### config.mk
export PLATFORM = sky130hd
export DESIGN_NAME = tri_bus_arbiter
export DESIGN_NICKNAME = d
export VERILOG_FILES = /design/src/rtl/tri_bus_arbiter.sv
export SDC_FILE = /design/constraint.sdc
export NUM_CORES = 1
export LEC_CHECK = 0
export CORE_MARGIN = 2
export CORE_UTILIZATION = 40
export CTS_BUF_LIST = sky130_fd_sc_hd__clkbuf_8
export DETAILED_ROUTE_END_ITERATION = 8
export PLACE_DENSITY_LB_ADDON = 0.25
export SLEW_MARGIN = 15
export SYNTH_ARGS = -nofsm -noshare
export SYNTH_HDL_FRONTEND = slang
export SYNTH_SLANG_ARGS = --single-unit
### constraint.sdc
create_clock -name clk -period 2 [get_ports clk]
set_input_delay 0.2 -clock clk [delete_from_list [all_inputs] [get_ports clk]]
set_output_delay 0.2 -clock clk [all_outputs]
set_load 0.005 [all_outputs]
### src/rtl/tri_bus_arbiter.sv
// tri_bus_arbiter
//   Two-requester round-robin arbiter that sits in front of the tri-state bus
//   mux. It drives the mux select (sel), a driver enable (bus_en) and the
//   per-requester grants.
//   Guarantees:
//   - Tenure is bounded while the other requester waits.
//   - At least TURN_CYC dead cycles separate two owners, so two drivers are
//     never on the shared net in the same cycle.
//   All outputs are registered.
//
//   Optional feature macro: TRI_ARB_PARK_EN (bus parking).
//   When it is defined, an owner that releases while nobody else is asking
//   keeps the bus. When it is undefined, no parking logic exists.
//
//   state | meaning
//   ------+---------------------------------------------------------------
//   IDLE  | bus released, nobody granted; arbitrate every edge
//   OWN0  | requester 0 owns the bus (gnt0=1, sel=1, bus_en=1)
//   OWN1  | requester 1 owns the bus (gnt1=1, sel=0, bus_en=1)
//   TURN  | turnaround: bus released, sel frozen; arbitrate on final cycle

module tri_bus_arbiter #(
  parameter int TURN_CYC = 1,
  parameter int MAX_HOLD = 8,
  parameter int CNT_W    = 4
) (
  input  logic clk,
  input  logic rst_n,
  input  logic req0,
  input  logic req1,
  output logic gnt0,
  output logic gnt1,
  output logic sel,
  output logic bus_en
);

  typedef enum logic [1:0] {
    IDLE = 2'd0,
    OWN0 = 2'd1,
    OWN1 = 2'd2,
    TURN = 2'd3
  } state_t;

  // Turnaround is a down-counter loaded on entry; terminal count 0 marks
  // the final dead cycle.
  localparam logic [CNT_W-1:0] TURN_LOAD    = CNT_W'(TURN_CYC - 1);
  localparam logic [CNT_W-1:0] HOLD_LAST    = CNT_W'((MAX_HOLD == 0) ? 0 : MAX_HOLD - 1);
  localparam bit               HOLD_LIMITED = (MAX_HOLD != 0);

  state_t           state;
  state_t           state_d;
  logic [CNT_W-1:0] hold_cnt;
  logic [CNT_W-1:0] hold_cnt_d;
  logic [CNT_W-1:0] turn_cnt;
  logic [CNT_W-1:0] turn_cnt_d;
  logic             last_owner;    // 0 = requester 0 owned last, 1 = requester 1
  logic             last_owner_d;
  logic             gnt0_d;
  logic             gnt1_d;
  logic             sel_d;
  logic             bus_en_d;

`ifdef TRI_ARB_PARK_EN
  logic             parked;
  logic             parked_d;
`endif

  logic             req_any;
  logic             pick1;
  logic             own_req;
  logic             oth_req;
  logic             hold_expired;
  logic [CNT_W-1:0] hold_inc;
  logic             do_arb;

  // Arbitration helpers and counter arithmetic shared by several states.
  always_comb begin
    req_any      = req0 | req1;
    // On a tie, the requester that did not own the bus last wins.
    pick1        = req1 & (~req0 | ~last_owner);
    own_req      = (state == OWN1) ? req1 : req0;
    oth_req      = (state == OWN1) ? req0 : req1;
    // ">=" rather than "==": the counter saturates while nobody waits, so
    // a requester arriving late must still be able to preempt.
    hold_expired = HOLD_LIMITED && (hold_cnt >= HOLD_LAST);
    hold_inc     = (hold_cnt == {CNT_W{1'b1}}) ? hold_cnt : hold_cnt + CNT_W'(1);
  end

  // Next-state, counter and registered-output logic.
  always_comb begin
    state_d      = state;
    hold_cnt_d   = hold_cnt;
    turn_cnt_d   = turn_cnt;
    last_owner_d = last_owner;
    do_arb       = 1'b0;
`ifdef TRI_ARB_PARK_EN
    parked_d     = parked;
`endif

    case (state)
      IDLE: begin
        do_arb = 1'b1;
      end

      OWN0, OWN1: begin
`ifdef TRI_ARB_PARK_EN
        if (!own_req) begin
          if (oth_req) begin
            state_d    = TURN;
            turn_cnt_d = TURN_LOAD;
            parked_d   = 1'b0;
          end else begin
            // Nobody else wants the bus: keep it driven and freeze the count.
            parked_d = 1'b1;
          end
        end else if (parked) begin
          // Owner came back while parked: same tenure, fresh hold count.
          parked_d   = 1'b0;
          hold_cnt_d = '0;
        end else if (oth_req && hold_expired) begin
          state_d    = TURN;
          turn_cnt_d = TURN_LOAD;
        end else begin
          hold_cnt_d = hold_inc;
        end
`else
        if (!own_req || (oth_req && hold_expired)) begin
          state_d    = TURN;
          turn_cnt_d = TURN_LOAD;
        end else begin
          hold_cnt_d = hold_inc;
        end
`endif
      end

      TURN: begin
        // Requests are ignored until the final dead cycle.
        if (turn_cnt == '0) begin
          do_arb = 1'b1;
        end else begin
          turn_cnt_d = turn_cnt - CNT_W'(1);
        end
      end

      default: begin
        state_d = IDLE;
      end
    endcase

    // The final TURN cycle arbitrates like IDLE, so no extra idle cycle is
    // inserted between owners.
    if (do_arb) begin
      if (req_any) begin
        state_d      = pick1 ? OWN1 : OWN0;
        hold_cnt_d   = '0;
        last_owner_d = pick1;
`ifdef TRI_ARB_PARK_EN
        parked_d     = 1'b0;
`endif
      end else begin
        state_d = IDLE;
      end
    end

    gnt0_d   = (state_d == OWN0);
    gnt1_d   = (state_d == OWN1);
    bus_en_d = gnt0_d | gnt1_d;
    // sel moves only on a grant edge; it is frozen while the bus is released.
    case (state_d)
      OWN0:    sel_d = 1'b1;
      OWN1:    sel_d = 1'b0;
      default: sel_d = sel;
    endcase
  end

  // State, counters, pointer and registered outputs; async clear on reset.
  always_ff @(posedge clk or negedge rst_n) begin
    if (!rst_n) begin
      state      <= IDLE;
      hold_cnt   <= '0;
      turn_cnt   <= '0;
      last_owner <= 1'b1;
      gnt0       <= 1'b0;
      gnt1       <= 1'b0;
      sel        <= 1'b0;
      bus_en     <= 1'b0;
`ifdef TRI_ARB_PARK_EN
      parked     <= 1'b0;
`endif
    end else begin
      state      <= state_d;
      hold_cnt   <= hold_cnt_d;
      turn_cnt   <= turn_cnt_d;
      last_owner <= last_owner_d;
      gnt0       <= gnt0_d;
      gnt1       <= gnt1_d;
      sel        <= sel_d;
      bus_en     <= bus_en_d;
`ifdef TRI_ARB_PARK_EN
      parked     <= parked_d;
`endif
    end
  end

endmodule
==> impl_results.html, run 1 <==
<table>
<tr><th>Metric</th><th>Value</th></tr>
<tr><th colspan="2">Synth</th></tr>
<tr><td>Most instantiated cells after synthesis</td><td>sky130_fd_sc_hd__dfrtp_1 (14), sky130_fd_sc_hd__inv_1 (10), sky130_fd_sc_hd__ha_1 (8), sky130_fd_sc_hd__nand2_1 (8), sky130_fd_sc_hd__nor2_1 (6)</td></tr>
<tr><td>Sequential share of the synthesized area</td><td>0.3930</td></tr>
<tr><td>Top flip-flop cell by instance count after synthesis</td><td>sky130_fd_sc_hd__dfrtp_1</td></tr>
<tr><td>Distinct cell type count after synthesis</td><td>40</td></tr>
<tr><td>Mean area per synthesized cell</td><td>10.09 sq um</td></tr>
<tr><td>Cell with the most instances after synthesis</td><td>sky130_fd_sc_hd__dfrtp_1</td></tr>
<tr><td>Fraction of synthesized cell area taken by the top area cell type</td><td>0.3655</td></tr>
<tr><td>Gate count of the mapped netlist</td><td>between 90 and 100</td></tr>
<tr><td>Number of storage elements in the synthesis netlist</td><td>15</td></tr>
<tr><td>EDFF count, synth</td><td>0</td></tr>
<tr><td>Mapped Area</td><td>roughly 960 sq um</td></tr>
<tr><td>Number of warnings printed during yosys synthesis</td><td>0</td></tr>
<tr><td>Dominant cells by area after synthesis</td><td>sky130_fd_sc_hd__dfrtp_1 (37%), sky130_fd_sc_hd__ha_1 (10%), sky130_fd_sc_hd__inv_1 (3.9%), sky130_fd_sc_hd__o211ai_1 (3.9%), sky130_fd_sc_hd__nand2_1 (3.1%)</td></tr>
<tr><td>Post-synth ARST share</td><td>1.000</td></tr>
<tr><td>Dominant cell type by area after synthesis</td><td>sky130_fd_sc_hd__dfrtp_1</td></tr>
<tr><td>Net count after synthesis</td><td>107</td></tr>
<tr><th colspan="2">Setup path</th></tr>
<tr><td>Source of the worst register-to-register timing path</td><td>turn_cnt[1]</td></tr>
<tr><td>Critical path data required time</td><td>2.16 ns</td></tr>
<tr><td>Endpoint arrival time on the critical path</td><td>a little over 2 ns</td></tr>
<tr><td>Worst setup endpoint</td><td>sel</td></tr>
<tr><td>Startpoint of the worst setup timing path</td><td>turn_cnt[1]</td></tr>
<tr><td>Setup crit end kind</td><td>flop</td></tr>
<tr><td>Endpoint of the worst register-to-register path</td><td>sel</td></tr>
<tr><td>Category of the most critical setup path</td><td>reg2reg</td></tr>
<tr><td>Setup slack, reg-to-reg</td><td>0.13 ns</td></tr>
<tr><td>Critical Path Source Type</td><td>flop</td></tr>
<tr><td>Maximum fanout along the worst path</td><td>8</td></tr>
<tr><td>Depth of the worst register-to-register path</td><td>7</td></tr>
<tr><th colspan="2">Clock network</th></tr>
<tr><td>Worst skew pair latency</td><td>0.24 ns</td></tr>
<tr><td>Number of sinks handled by clock tree synthesis</td><td>15</td></tr>
<tr><td>Clock tree from TritonCTS</td><td>built</td></tr>
<tr><td>Cell chosen for the clock root</td><td>sky130_fd_sc_hd__clkbuf_8</td></tr>
<tr><td>Reg clk slew, reported paths</td><td>0.06 ns</td></tr>
<tr><td>Total CTS buffers</td><td>3</td></tr>
<tr><td>H-tree levels</td><td>1</td></tr>
<tr><td>Longest Clk Path Bufs</td><td>2</td></tr>
<tr><td># hold bufs at CTS</td><td>0</td></tr>
<tr><th colspan="2">Placement</th></tr>
<tr><td>Cell area reported after detailed placement</td><td>1127 sq um</td></tr>
<tr><td>Placement-stage worst setup slack</td><td>0.03503 ns</td></tr>
<tr><td>Final estimated routing congestion in global placement</td><td>0.7915</td></tr>
<tr><td>Number of instances in the placed design</td><td>139</td></tr>
<tr><td>I/O Buffers</td><td>7</td></tr>
<tr><td>HPWL Detailed</td><td>about 1400 um</td></tr>
<tr><th colspan="2">GRT</th></tr>
<tr><td>Antenna violations before repair</td><td>0</td></tr>
<tr><td>Pin count of the biggest net entering global routing</td><td>16</td></tr>
<tr><td>Wire length of the first global-routing pass</td><td>approximately 3500 um</td></tr>
<tr><td>All-Layer GR Usage</td><td>0.1726</td></tr>
<tr><td>Vias in the first global route</td><td>796</td></tr>
<tr><td>Global-route congestion overflow total</td><td>0</td></tr>
<tr><th colspan="2">STA</th></tr>
<tr><td>Transition time of the tightest slew-check pin</td><td>0.3163 ns</td></tr>
<tr><td>Period utilization</td><td>0.9328</td></tr>
<tr><td>Number of endpoints failing setup at the final stage</td><td>0</td></tr>
<tr><td>Max-slew headroom</td><td>0.7882</td></tr>
<tr><td>Layout Skew</td><td>0.001080 ns</td></tr>
<tr><td>Setup Total Neg Slack</td><td>0 ns</td></tr>
<tr><td>Final setup slack of the worst path</td><td>0.1344 ns</td></tr>
<tr><td>Unrepaired setup endpoints after global routing</td><td>no</td></tr>
<tr><td>Maximum clock rate</td><td>~0.54 GHz</td></tr>
<tr><td>Slew Limit Fails</td><td>0</td></tr>
<tr><td>Final Hold Vio Count</td><td>0</td></tr>
<tr><td>Post-layout min period</td><td>1.866 ns</td></tr>
<tr><th colspan="2">Power</th></tr>
<tr><td>Sequential group share of total power</td><td>0.274</td></tr>
<tr><td>Share of power burned in combinational logic</td><td>0.607</td></tr>
<tr><td>Static leakage</td><td>0.5580 nW</td></tr>
<tr><td>Switching part of the total</td><td>0.4078</td></tr>
<tr><td>Worst IR drop on VDD</td><td>roughly 0.84 mV</td></tr>
<tr><td>Relative contribution of the clock network to total power</td><td>0.119</td></tr>
<tr><td>Power spent charging and discharging nets</td><td>0.0008220 W</td></tr>
<tr><td>PwrDens</td><td>1684 nW/um^2</td></tr>
<tr><td>Internal</td><td>0.001194 W</td></tr>
<tr><th colspan="2">Finish</th></tr>
<tr><td>Nets@finish</td><td>128</td></tr>
<tr><td>Count of filler cells inserted in the layout</td><td>207</td></tr>
<tr><td>Final instance area</td><td>1197 sq um</td></tr>
<tr><td>Layout area overhead</td><td>24.93%</td></tr>
<tr><td>Area of combinational cells with multiple inputs</td><td>558.0 sq um</td></tr>
<tr><td>Fraction of final layout cells sized beyond drive strength 1</td><td>0.2261</td></tr>
<tr><td>Antenna diode count</td><td>0</td></tr>
<tr><td>Sequential cell area</td><td>376.6 sq um</td></tr>
<tr><td>Final cell count without fillers</td><td>143</td></tr>
<tr><td>End-of-flow core utilization</td><td>0.5361</td></tr>
<tr><th colspan="2">Run status</th></tr>
<tr><td>Status</td><td>completed</td></tr>
<tr><th colspan="2">Detailed routing</th></tr>
<tr><td>Wire length per cell after detailed routing</td><td>13.12 um</td></tr>
<tr><td>First-pass detailed-route iteration total</td><td>4</td></tr>
<tr><td>Vias</td><td>772</td></tr>
<tr><td>Residual DRC count</td><td>0</td></tr>
<tr><td>DRT Wirelength</td><td>1876 um</td></tr>
<tr><td>Iter 0 DRT Violations</td><td>9</td></tr>
<tr><td>Vias per inst</td><td>5.399</td></tr>
<tr><td>DRT antenna net count</td><td>0</td></tr>
<tr><th colspan="2">Floorplanning</th></tr>
<tr><td>Total Die Area</td><td>2804 sq um</td></tr>
<tr><td>Area of the core</td><td>2233 sq um</td></tr>
<tr><td>Die width</td><td>around 53 um</td></tr>
<tr><td>Core Rows</td><td>17</td></tr>
<tr><td>Starting density of the core</td><td>0.4291</td></tr>
<tr><td>Die height</td><td>roughly 53 um</td></tr>
<tr><td>Count of boundary I/O pins</td><td>8</td></tr>
<tr><th colspan="2">Job</th></tr>
<tr><td>Number of violations of the max-capacitance limit</td><td>0</td></tr>
<tr><th colspan="2">Worst hold path</th></tr>
<tr><td>Min-delay worst type</td><td>in2async</td></tr>
</table>
==> critical path: stages, from the launching register on <==
cell and delay [ns]:
sky130_fd_sc_hd__dfrtp_1 0.38, sky130_fd_sc_hd__inv_1 0.10, sky130_fd_sc_hd__ha_2 0.19, sky130_fd_sc_hd__nand4bb_1 0.14, sky130_fd_sc_hd__a21o_4 0.26, sky130_fd_sc_hd__o211ai_1 0.29
sky130_fd_sc_hd__ha_4 0.26, sky130_fd_sc_hd__o21ai_0 0.16
==> kinds of logic (layout without fill, tap and decap cells) <==
group           count (synthesis)  after routing  synth area share
xor+xnor                        1              1          0.009140
simple gates                   30             30            0.1723
mux                             3              3           0.03785
flops                          15             15            0.3930
fa+ha+maj                       8              8            0.1044
compound gates                 27             27            0.2324
buf+inv                        11             31           0.05092
==> cells in the final DEF, fill, tap and decap left out, drive strengths merged, types with 3 or more instances in the layout <==
cell / synthesis / final
dfrtp: 14 / 14
inv: 10 / 11
ha: 8 / 8
o21ai: 6 / 6
buf: 1 / 10
clkbuf: 0 / 3
clkdlybuf4s50: 0 / 7
nand2: 10 / 10
nor2: 7 / 7
o211ai: 6 / 6
==> routing by layer <==
layer / vias up / global-route usage / routed length (um)
met5: - / 0 / 0
met3: 2 / 0.03672 / 53
met2: 6 / 0.3063 / 967
li1: 387 / - / -
met4: 0 / 0.05128 / 14
met1: 377 / 0.2074 / 841
==> power groups by stage <==
stage / clock network, W / logic [W] / registers, W
floorplan: 0 / 0.000808 / 0.000546
global placement: 0 / 0.00112 / 0.000550
detailed placement: 0 / 0.00116 / 0.000558
CTS: 0.000250 / 0.00117 / 0.000553
global route: 0.000267 / 0.00139 / 0.000576
finish: 0.000240 / 0.00122 / 0.000552
==> how the worst min path moves through the flow <==
stage          startpoint           to  slack (ns)  cells after the start
5_1_grt             rst_n  hold_cnt[0]        0.30                      2
4_1_cts             rst_n  hold_cnt[2]        0.27                      2
6_report            rst_n  hold_cnt[2]        0.27                      2
3_3_place_gp          sel          sel        0.47                      2
3_5_place_dp          sel          sel        0.49                      2
2_1_floorplan       rst_n       bus_en        -0.1                      0
==> metrics by stage <==
stage | hold WS (ns) | total power, W
after CTS | 0.2738 | 0.001969
after global placement | 0.4730 | 0.001672
after global routing | 0.3041 | 0.002232
final | 0.2667 | 0.002016
after detailed placement | 0.4915 | 0.001718
after floorplan | -0.09559 | 0.001354
==> flip-flops by register name, indices dropped and copies added, names as in the netlist <==
name and flops:
gnt0 1, last_owner 1, state 2, bus_en 1, hold_cnt 4, sel 1, turn_cnt 4, gnt1 1
==> repair_timing <==
| action | in CTS | in global routing |
|---|---|---|
| resized for setup | 0 | 5 |
| setup buffers | 0 | 0 |
| hold endpoints to repair | 0 | 0 |
| setup endpoints to repair | 0 | 1 |
==> final cells by class <==
type                            count  area share
Multi-Input combinational cell     69      0.4660
Sequential cell                    15      0.3145
Timing Repair Buffer               17      0.1212
Clock buffer                        3     0.03448
Inverter                           10     0.03135
Tap cell                           28     0.02926
Clock inverter                      1    0.003135
Note: power is estimated with default switching activity, not from simulation.
==> run 2, diff against run 1 <==
--- a/config.mk
+++ b/config.mk
@@ -9,6 +9,7 @@
 export CORE_UTILIZATION = 40
 export CTS_BUF_LIST = sky130_fd_sc_hd__clkbuf_8
 export DETAILED_ROUTE_END_ITERATION = 8
+export GPL_ROUTABILITY_DRIVEN = 0
 export PLACE_DENSITY_LB_ADDON = 0.25
 export SLEW_MARGIN = 15
 export SYNTH_ARGS = -nofsm -noshare
==> results of run 2 <==
Final layout, timing and power as in run 1 (identical DEF).
==> run 3, diff against run 2 <==
==> constraint.sdc (replaced) <==
create_clock -name clk -period 1.6 [get_ports clk]
set_input_delay 0.16 -clock clk [delete_from_list [all_inputs] [get_ports clk]]
set_output_delay 0.16 -clock clk [all_outputs]
set_load 0.005 [all_outputs]
==> impl_results.html, run 3 (synthesized netlist as in run 1, its figures left out) <==
<table>
<tr><th>Metric</th><th>Value</th></tr>
<tr><th colspan="2">Finish</th></tr>
<tr><td>Final cell count without fillers</td><td>168</td></tr>
<tr><td>Most common library cell in the layout ignoring fill and taps</td><td>sky130_fd_sc_hd__buf_4</td></tr>
<tr><td>Antenna diode count</td><td>0</td></tr>
<tr><td>Count of filler cells inserted in the layout</td><td>176</td></tr>
<tr><td>Layout area overhead</td><td>57.57%</td></tr>
<tr><td>Largest registers</td><td>hold_cnt x4, turn_cnt x4, state x2</td></tr>
<tr><td>Final instance area</td><td>1510 sq um</td></tr>
<tr><td>Most used cells in the layout excluding fill and tap cells</td><td>sky130_fd_sc_hd__buf_4 (31), sky130_fd_sc_hd__dfrtp_1 (12), sky130_fd_sc_hd__inv_1 (8)</td></tr>
<tr><td>Fraction of final layout cells sized beyond drive strength 1</td><td>0.4786</td></tr>
<tr><td>Nets@finish</td><td>approximately 150</td></tr>
<tr><th colspan="2">Detailed routing</th></tr>
<tr><td>Vias per inst</td><td>5.071</td></tr>
<tr><td>Residual DRC count</td><td>0</td></tr>
<tr><td>First-pass detailed-route iteration total</td><td>6</td></tr>
<tr><td>Wire length per cell after detailed routing</td><td>12.61 um</td></tr>
<tr><td>Vias</td><td>between 800 and 900</td></tr>
<tr><td>Iter 0 DRT Violations</td><td>18</td></tr>
<tr><td>DRT Wirelength</td><td>2118 um</td></tr>
<tr><td>DRT antenna net count</td><td>0</td></tr>
<tr><th colspan="2">Power</th></tr>
<tr><td>Switching part of the total</td><td>0.3835</td></tr>
<tr><td>Sequential group share of total power</td><td>0.214</td></tr>
<tr><td>Worst IR drop on VDD</td><td>roughly 1.4 mV</td></tr>
<tr><td>Relative contribution of the clock network to total power</td><td>0.092</td></tr>
<tr><td>Static leakage</td><td>around 0.7 nW</td></tr>
<tr><td>PwrDens</td><td>~2200 nW/um^2</td></tr>
<tr><td>Internal</td><td>0.002020 W</td></tr>
<tr><td>Power spent charging and discharging nets</td><td>0.001257 W</td></tr>
<tr><td>PnR Total Power</td><td>around 0.0033 W</td></tr>
<tr><td>Share of power burned in combinational logic</td><td>0.694</td></tr>
<tr><th colspan="2">Clock network</th></tr>
<tr><td>Cell chosen for the clock root</td><td>sky130_fd_sc_hd__clkbuf_8</td></tr>
<tr><td>H-tree levels</td><td>1</td></tr>
<tr><td>Worst skew pair latency</td><td>approximately 0.24 ns</td></tr>
<tr><td>Total CTS buffers</td><td>3</td></tr>
<tr><td>Longest Clk Path Bufs</td><td>2</td></tr>
<tr><td>Clock tree from TritonCTS</td><td>built</td></tr>
<tr><td>Number of sinks handled by clock tree synthesis</td><td>15</td></tr>
<tr><td># hold bufs at CTS</td><td>0</td></tr>
<tr><td>Reg clk slew, reported paths</td><td>0.06 ns</td></tr>
<tr><th colspan="2">GRT</th></tr>
<tr><td>Wire length of the first global-routing pass</td><td>3629 um</td></tr>
<tr><td>Vias in the first global route</td><td>817</td></tr>
<tr><td>Antenna violations before repair</td><td>0</td></tr>
<tr><td>All-Layer GR Usage</td><td>0.1823</td></tr>
<tr><td>Global-route congestion overflow total</td><td>0</td></tr>
<tr><td>Pin count of the biggest net entering global routing</td><td>12</td></tr>
<tr><th colspan="2">Floorplanning</th></tr>
<tr><td>Count of boundary I/O pins</td><td>8</td></tr>
<tr><td>Die width</td><td>52.95 um</td></tr>
<tr><td>Area of the core</td><td>2233 sq um</td></tr>
<tr><td>Die height</td><td>52.95 um</td></tr>
<tr><td>Starting density of the core</td><td>0.4291</td></tr>
<tr><td>Total Die Area</td><td>2804 sq um</td></tr>
<tr><td>Core Rows</td><td>17</td></tr>
<tr><th colspan="2">STA</th></tr>
<tr><td>Setup Total Neg Slack</td><td>-1.039 ns</td></tr>
<tr><td>Max-slew headroom</td><td>0.6669</td></tr>
<tr><td>Unrepaired setup endpoints after global routing</td><td>yes</td></tr>
<tr><td>Post-layout min period</td><td>1.769 ns</td></tr>
<tr><td>Slew Limit Fails</td><td>0</td></tr>
<tr><td>Period utilization</td><td>1.106</td></tr>
<tr><td>Layout Skew</td><td>0.002390 ns</td></tr>
<tr><td>Number of endpoints failing setup at the final stage</td><td>8</td></tr>
<tr><td>Final Hold Vio Count</td><td>0</td></tr>
<tr><td>Final setup slack of the worst path</td><td>-0.1690 ns</td></tr>
<tr><td>Maximum clock rate</td><td>0.5653 GHz</td></tr>
<tr><td>Transition time of the tightest slew-check pin</td><td>about 0.50 ns</td></tr>
<tr><th colspan="2">Run status</th></tr>
<tr><td>Status</td><td>finished with violations</td></tr>
<tr><td>Violated checks</td><td>negative setup slack</td></tr>
<tr><th colspan="2">Job</th></tr>
<tr><td>Number of violations of the max-capacitance limit</td><td>0</td></tr>
<tr><th colspan="2">Setup path</th></tr>
<tr><td>Maximum fanout along the worst path</td><td>6</td></tr>
<tr><td>Setup crit end kind</td><td>flop</td></tr>
<tr><td>Critical path data required time</td><td>1.74 ns</td></tr>
<tr><td>Endpoint arrival time on the critical path</td><td>roughly 1.9 ns</td></tr>
<tr><td>Critical Path Source Type</td><td>flop</td></tr>
<tr><td>Category of the most critical setup path</td><td>reg2reg</td></tr>
<tr><th colspan="2">Placement</th></tr>
<tr><td>Number of instances in the placed design</td><td>160</td></tr>
<tr><td>I/O Buffers</td><td>7</td></tr>
<tr><td>Placement-stage worst setup slack</td><td>-0.2345 ns</td></tr>
<tr><td>HPWL Detailed</td><td>1613 um</td></tr>
<tr><td>Cell area reported after detailed placement</td><td>around 1300 sq um</td></tr>
<tr><th colspan="2">Worst hold path</th></tr>
<tr><td>Min-delay worst type</td><td>in2async</td></tr>
</table>
## run 3: metrics by stage
step,hold WS (ns),util
finish,0.2493,0.6762
floorplan,-0.1356,-
global route,0.2924,0.6762
CTS,0.2679,0.6392
detailed placement,0.4790,0.5933
global placement,0.4758,0.5933
## run 3: path summary, 6_finish.rpt
check / slack, ns / cells past startpoint / to / start
max in group asynchronous: 0.88 / 2 / hold_cnt[2] / rst_n
hold / removal: 0.25 / 1 / sel / rst_n
setup / recovery: -0.17 / 9 / sel / turn_cnt[1]
min in group clk: 0.50 / 2 / sel / sel
hold reg to reg: 0.50 / 2 / sel / sel
setup reg to reg: -0.17 / 9 / sel / turn_cnt[1]
## run 3: power by group through the flow
stage          clock network, W  logic, W  registers [W]
3_3_place_gp                  0   0.00187       0.000671
6_report               0.000300   0.00228       0.000702
2_1_floorplan                 0   0.00111       0.000696
3_5_place_dp                  0   0.00193       0.000680
4_1_cts                0.000309   0.00205       0.000685
5_1_grt                0.000327   0.00251       0.000724
## run 3: area by class of cell
class | count | area [sq um] | share of cell area
well taps | 28 | 35.03 | 0.02320
clock inverters | 1 | 5.005 | 0.003314
flip-flops and latches | 15 | 379.1 | 0.2510
inverters | 10 | 40.04 | 0.02651
clock buffers | 3 | 41.29 | 0.02734
multi-input cells | 69 | 661.9 | 0.4383
repair buffers | 42 | 347.8 | 0.2303
## run 3: critical path: stages, from the launching register on
cell and delay [ns]:
sky130_fd_sc_hd__dfrtp_1 0.39, sky130_fd_sc_hd__inv_2 0.06, sky130_fd_sc_hd__ha_2 0.16, sky130_fd_sc_hd__nand4bb_1 0.14, sky130_fd_sc_hd__a21o_4 0.28, sky130_fd_sc_hd__nand2_1 0.10
sky130_fd_sc_hd__o211a_1 0.21, sky130_fd_sc_hd__ha_4 0.22, sky130_fd_sc_hd__nand2_2 0.04, sky130_fd_sc_hd__o21ai_1 0.05
## run 3: routing by layer
layer | routed length, um | track usage | vias to the layer above
li1 | - | - | 438
met1 | 971 | 0.2274 | 402
met2 | 1069 | 0.3063 | 10
met3 | 62 | 0.05932 | 2
met4 | 14 | 0.03846 | 0
met5 | 0 | 0 | -
## run 3: what timing repair did
action | in CTS | in global routing
endpoints found under the hold margin | 0 | 0
gates cloned | 0 | 0
pin swaps | 6 | 9
endpoints found under the setup margin | 11 | 12
gates resized for setup | 11 | 15
buffers inserted | 1 | 6
